$ cat src/rtl/fetch_stage_pkg.sv
// Shared constants for the instruction-fetch stage.
//   PC_RESET_DEF  - default PC after reset
//   IM_BASE_DEF   - lowest legal instruction byte address
//   IM_WORDS_DEF  - size of legal instruction space in 32-bit words
//   NOP_INSTR     - encoding injected into D for a bubble or faulting fetch
//   EXC_ADEL      - exception code for an address error on instruction fetch
package fetch_stage_pkg;

  localparam logic [31:0] PC_RESET_DEF = 32'h0000_3000;
  localparam logic [31:0] IM_BASE_DEF  = 32'h0000_3000;
  localparam int unsigned IM_WORDS_DEF = 4096;

  localparam logic [31:0] NOP_INSTR = 32'h0000_0000;
  localparam logic [4:0]  EXC_ADEL  = 5'd4;

endpackage

$ cat src/rtl/fetch_stage_fd_reg.sv
// F/D pipeline register.
//   clk, reset        - clock, synchronous active-high reset
//   hold              - keep current contents (highest priority after reset)
//   bubble            - load a nop bubble tagged with f_pc
//   load              - load the fetched instruction
//   f_pc/f_instr/f_exc - fetch-side values
//   d_pc/d_instr/d_valid/d_exc - decode-side register outputs
module fetch_stage_fd_reg
  import fetch_stage_pkg::*;
#(
  parameter logic [31:0] PC_RESET = PC_RESET_DEF
) (
  input  logic        clk,
  input  logic        reset,
  input  logic        hold,
  input  logic        bubble,
  input  logic        load,
  input  logic [31:0] f_pc,
  input  logic [31:0] f_instr,
  input  logic        f_exc,
  output logic [31:0] d_pc,
  output logic [31:0] d_instr,
  output logic        d_valid,
  output logic        d_exc
);

  logic [31:0] pc_q, instr_q;
  logic        valid_q, exc_q;

  always_ff @(posedge clk) begin
    if (reset) begin
      pc_q    <= PC_RESET;
      instr_q <= NOP_INSTR;
      valid_q <= 1'b0;
      exc_q   <= 1'b0;
    end else if (hold) begin
      pc_q    <= pc_q;
      instr_q <= instr_q;
      valid_q <= valid_q;
      exc_q   <= exc_q;
    end else if (bubble) begin
      pc_q    <= f_pc;
      instr_q <= NOP_INSTR;
      valid_q <= 1'b0;
      exc_q   <= 1'b0;
    end else if (load) begin
      pc_q    <= f_pc;
      instr_q <= f_instr;
      valid_q <= 1'b1;
      exc_q   <= f_exc;
    end
  end

  assign d_pc    = pc_q;
  assign d_instr = instr_q;
  assign d_valid = valid_q;
  assign d_exc   = exc_q;

endmodule

$ cat src/rtl/fetch_stage.sv
// IF stage of the 5-stage MIPS pipeline: PC register, redirect latch, fetch legality
// check and the F/D pipeline register. Tolerates a variable-latency instruction memory.
//   clk, reset          - clock, synchronous active-high reset
//   stall               - freeze PC, F/D register and redirect latch
//   npc, D_jump         - next PC and taken-branch flag from the D stage
//   imem_req/imem_addr  - fetch request toward instruction memory
//   imem_ready/imem_rdata - memory response
//   F_PC                - current fetch PC
//   D_PC/D_Instr/D_valid/D_exc - F/D register contents
module fetch_stage
  import fetch_stage_pkg::*;
#(
  parameter logic [31:0] PC_RESET = PC_RESET_DEF,
  parameter logic [31:0] IM_BASE  = IM_BASE_DEF,
  parameter int unsigned IM_WORDS = IM_WORDS_DEF
) (
  input  logic        clk,
  input  logic        reset,
  input  logic        stall,
  input  logic [31:0] npc,
  input  logic        D_jump,
  output logic        imem_req,
  output logic [31:0] imem_addr,
  input  logic        imem_ready,
  input  logic [31:0] imem_rdata,
  output logic [31:0] F_PC,
  output logic [31:0] D_PC,
  output logic [31:0] D_Instr,
  output logic        D_valid,
  output logic        D_exc
);

  // 33-bit bound so a PC near 0xFFFF_FFFC cannot wrap into the legal window.
  localparam logic [32:0] ImLimit = {1'b0, IM_BASE} + (33'(IM_WORDS) << 2);

  logic [31:0] pc_q, pc_d;
  logic        redir_valid_q, redir_valid_d;
  logic [31:0] redir_pc_q, redir_pc_d;
  logic        bad_pc, fetch_done;

  assign bad_pc = (pc_q[1:0] != 2'b00)
                | ({1'b0, pc_q} < {1'b0, IM_BASE})
                | ({1'b0, pc_q} >= ImLimit);
  assign fetch_done = bad_pc | imem_ready;

  assign imem_req  = !reset && !bad_pc;
  assign imem_addr = pc_q;
  assign F_PC      = pc_q;

  always_comb begin
    pc_d          = pc_q;
    redir_valid_d = redir_valid_q;
    redir_pc_d    = redir_pc_q;
    if (!stall) begin
      if (fetch_done) begin
        pc_d          = redir_valid_q ? redir_pc_q : npc;
        redir_valid_d = 1'b0;
      end else if (D_valid && D_jump && !redir_valid_q) begin
        // Delay slot still outstanding: remember the target until it completes.
        redir_valid_d = 1'b1;
        redir_pc_d    = npc;
      end
    end
  end

  always_ff @(posedge clk) begin
    if (reset) begin
      pc_q          <= PC_RESET;
      redir_valid_q <= 1'b0;
      redir_pc_q    <= 32'h0;
    end else begin
      pc_q          <= pc_d;
      redir_valid_q <= redir_valid_d;
      redir_pc_q    <= redir_pc_d;
    end
  end

  fetch_stage_fd_reg #(
    .PC_RESET (PC_RESET)
  ) u_fd_reg (
    .clk     (clk),
    .reset   (reset),
    .hold    (stall),
    .bubble  (!fetch_done),
    .load    (fetch_done),
    .f_pc    (pc_q),
    .f_instr (bad_pc ? NOP_INSTR : imem_rdata),
    .f_exc   (bad_pc),
    .d_pc    (D_PC),
    .d_instr (D_Instr),
    .d_valid (D_valid),
    .d_exc   (D_exc)
  );

endmodule

$ cat config.mk
export PLATFORM = sky130hd
export DESIGN_NAME = fetch_stage
export DESIGN_NICKNAME = d
export VERILOG_FILES = /design/src/rtl/fetch_stage_pkg.sv /design/src/rtl/fetch_stage_fd_reg.sv /design/src/rtl/fetch_stage.sv
export SDC_FILE = /design/constraint.sdc
export NUM_CORES = 1
export LEC_CHECK = 0
export ABC_CLOCK_PERIOD_IN_PS = 6300
export CAP_MARGIN = 20
export CORE_MARGIN = 5
export CORE_UTILIZATION = 28
export CTS_CLUSTER_DIAMETER = 120
export CTS_CLUSTER_SIZE = 20
export DETAILED_ROUTE_END_ITERATION = 7
export SLEW_MARGIN = 20
export SYNTH_ARGS = -nofsm -noshare
export SYNTH_HDL_FRONTEND = slang
export SYNTH_SLANG_ARGS = --single-unit
$ cat constraint.sdc
create_clock -name clk -period 6.3 [get_ports clk]
set_clock_uncertainty 0.15 [all_clocks]
set_input_delay 1.89 -clock clk [delete_from_list [all_inputs] [get_ports clk]]
set_output_delay 1.89 -clock clk [all_outputs]
set_load 0.005 [all_outputs]
==> summary.txt <==
Clocking
  – Clk_lat worst skew: 0.42 ns
  – # resized after CTS: 0
  – Clk slew on worst S/H paths: 0.06 ns
  – CTS Sinks: 131
  – Clock tree from TritonCTS: yes
  – Cts bufs inserted: 17
  – CTS root buffer: clkbuf_16
  – H-tree depth: 4
  – Setup bufs post-CTS: 0
  – Clk buf depth: 2
  – Hold_buf cts: 0

GRT
  – Largest net degree at the start of global routing: 109
  – Initial antenna violation count: 0
  – First-pass GRT wire length: 26,510 um
  – Gr ovfl total: 0
  – Vias in the first global route: 4,591
  – GR Util All Layers: 14.13%

Worst setup path
  – Crit path from: reset
  – Required @ worst endpoint: 4.26 ns
  – Critical path cell sequence: buf_4 > nand3b_1 > buf_4 > inv_1 > clkdlybuf4s50_1
  – Reg2reg start: F_PC[15]
  – Worst-path fanout max: 33
  – WP depth: 5
  – Crit-path leading delay family: buffers and inverters
  – Arr. time, crit path: 2.99 ns
  – Kind of critical path: input pin to primary output
  – Crit path top cell by count: buf_4
  – Worst reg2reg setup slack: 3.36 ns
  – Crit path buffers/inverters: 4
  – Critical Path Slowest Stage Cell: clkdlybuf4s50_1
  – Startpoint Class: input pin
  – R2R cell count: 5
  – Worst R2R End: F_PC[31]
  – CP peak stage delay: 0.49 ns
  – End of the critical path: imem_req
  – Worst Setup End Kind: primary output

Timing
  – Final hold slack: 0.2925 ns
  – Final setup fails: 0
  – Slew HR: 27.38%
  – Fmax: 0.1987 GHz
  – Final Max Slew Viols: 0
  – TNS Setup: 0 ns
  – Worst-margin pin slew: 1.089 ns
  – RSZ-0062 raised after global routing: no
  – Final hold violations: 0
  – Crit path time final: 5.033 ns
  – Fin crit share: 79.89%

Cells and area
  – Fill count: 2,024
  – Commonest cells after routing, fill and taps aside: clkdlybuf4s50_1 (197), dfxtp_1 (130), nand2_1 (66), mux2i_1 (62), nor2_1 (62)
  – Ant diodes: 0
  – Fin nets: 841
  – Commonest non-fill, non-tap cell in the layout: clkdlybuf4s50_1
  – Area delta synth->final: 43.69%
  – Ratio of cells with drive above 1 in the final layout: 10.32%

Floorplan
  – Die Y: 153.7 um
  – Core ar.: 20,300 um2
  – Starting density of the core: 28.48%
  – Cell Rows: 52
  – # IOs: 200
  – Die width: 153.7 um
  – Die area: 23,620 um2

Placement
  – GPL Wtd Cong: 0.7933
  – Port bufs: 199
  – Dpl hpwl: 11,620 um

Yosys
  – Top-area cell type share of the netlist area: 45.36%
  – Ys Warns: 0
  – Area leader, netlist: dfxtp_1
  – Synthesized area: 5782 um2
  – Sequential area share after synthesis: 45.36%
  – Post-synth net total: 696
  – Yosys reg bits: 131
  – Synth area leaders: dfxtp_1 (45%), mux2i_1 (11%), mux2_4 (6.8%)
  – Post-Syn Instances: 627
  – Syn avg cell area: 9.221 um2
  – Post-synthesis cell type count: 36

Power
  – LEAKAGE: 3.044 nW
  – IR drop worst, VDD: 0.0001918 V
  – Pwr dens: 264.7 nW/um2

Detailed routing
  – Avg WL per Cell: 16.17 um
  – Vias: 4,743
  – Routed Wire Length: 17,060 um
  – DR pass1 iterations: 4
  – Detailed Route Iter0 Violations: 180
  – Antenna-violating nets left: 0
  – Drt via density: 4.496
  – # DRC: 0

Hold path
  – Min-Delay Path Class: flip-flop to flip-flop

Status
  – Outcome: completed

Run
  – Max-cap viol count: 0
[layout make-up]
cell class | instances | area (um2) | share of cell area [%]
Multi-Input combinational cell | 412 | 2645 | 31.84
Sequential cell | 131 | 2624 | 31.58
Timing Repair Buffer | 209 | 2059 | 24.79
Clock buffer | 23 | 488.0 | 5.873
Tap cell | 270 | 337.8 | 4.066
Clock inverter | 9 | 150.1 | 1.807
Inverter | 1 | 3.754 | 0.04518
[registers in the layout, summed over array words and instances, names as in the netlist]
register	count
u_fd_reg.d_pc	32
u_fd_reg.d_instr	32
redir_pc_q	32
redir_valid_q	1
F_PC	32
u_fd_reg.d_valid	1
u_fd_reg.d_exc	1
[stage by stage]
step / std cells / instance area (um2) / util [%] / power, mW / setup WS, ns
final: 1055 / 8308 / 40.93 / 2.199 / 1.267
after global routing: 1055 / 8308 / 40.93 / 2.288 / 1.191
after CTS: 1055 / 8308 / 40.93 / 2.232 / 1.262
after detailed placement: 1023 / 7670 / 37.78 / 1.159 / 1.262
after global placement: 1023 / 7670 / 37.78 / 1.157 / 1.257
after floorplan: 627 / 5782 / - / 1.027 / 1.753
[worst min-delay path by stage]
| stage | from | end | cells after the start |
|---|---|---|---|
| finish | u_fd_reg.d_instr[22] | u_fd_reg.d_instr[22] | 2 |
| global route | u_fd_reg.d_instr[26] | u_fd_reg.d_instr[26] | 2 |
| CTS | u_fd_reg.d_instr[27] | u_fd_reg.d_instr[27] | 2 |
| detailed placement | u_fd_reg.d_instr[27] | u_fd_reg.d_instr[27] | 2 |
| global placement | u_fd_reg.d_instr[25] | u_fd_reg.d_instr[25] | 2 |
| floorplan | u_fd_reg.d_instr[22] | u_fd_reg.d_instr[22] | 2 |
[per-layer routing]
layer / share of wire [%] / up-vias / GRT usage [%]
met5: 0 / - / 0
met4: 1.5 / 0 / 4.794
met3: 6.5 / 19 / 4.806
met2: 44 / 138 / 20.81
met1: 48 / 2196 / 19.37
li1: - / 2390 / -
[power breakdown]
group          leakage (nW)  internal [mW]  switching [mW]  total (mW)
Clock                 0.309          0.702           0.360        1.06
Sequential             1.07          0.852          0.0258       0.878
Combinational          1.67          0.149           0.110       0.258
[Yosys cell counts]
library cell  count
a21oi_1          35
and4bb_2          1
buf_6             4
nand4bb_1         1
or3_1             1
buf_4            33
nand3b_1          3
or4_1             2
a21bo_2           1
nand2_1          66
buf_2             7
o21ai_0          51
a211o_1           3
o21ai_1          13
a21o_1            1
a22oi_1           1
nand3_1          32
buf_1             6
mux2i_1          62
a211oi_1          2
nor3_1            2
dfxtp_1         131
mux2_2            3
nor4bb_1          1
nor2b_1          35
nand4b_1          1
buf_12            3
mux2_4           26
a31o_1            1
inv_1             1
clkbuf_1         30
nor2_1           62
or4_4             2
o31ai_1           1
nor4_1            1
a211oi_2          2
[kinds of logic after synthesis]
family          Yosys count  synth area share (%)
compound gates          111                 10.43
buf+inv                  84                 9.110
flops                   131                 45.36
mux                      91                 18.07
simple gates            210                 17.03
[tightest hold or removal path: cells and delay by family (launching register included)]
family,cells,cell delay [ns]
compound gates,1,0.05
simple gates,1,0.05
flops,1,0.30
Power figures use the tool's default switching activity.
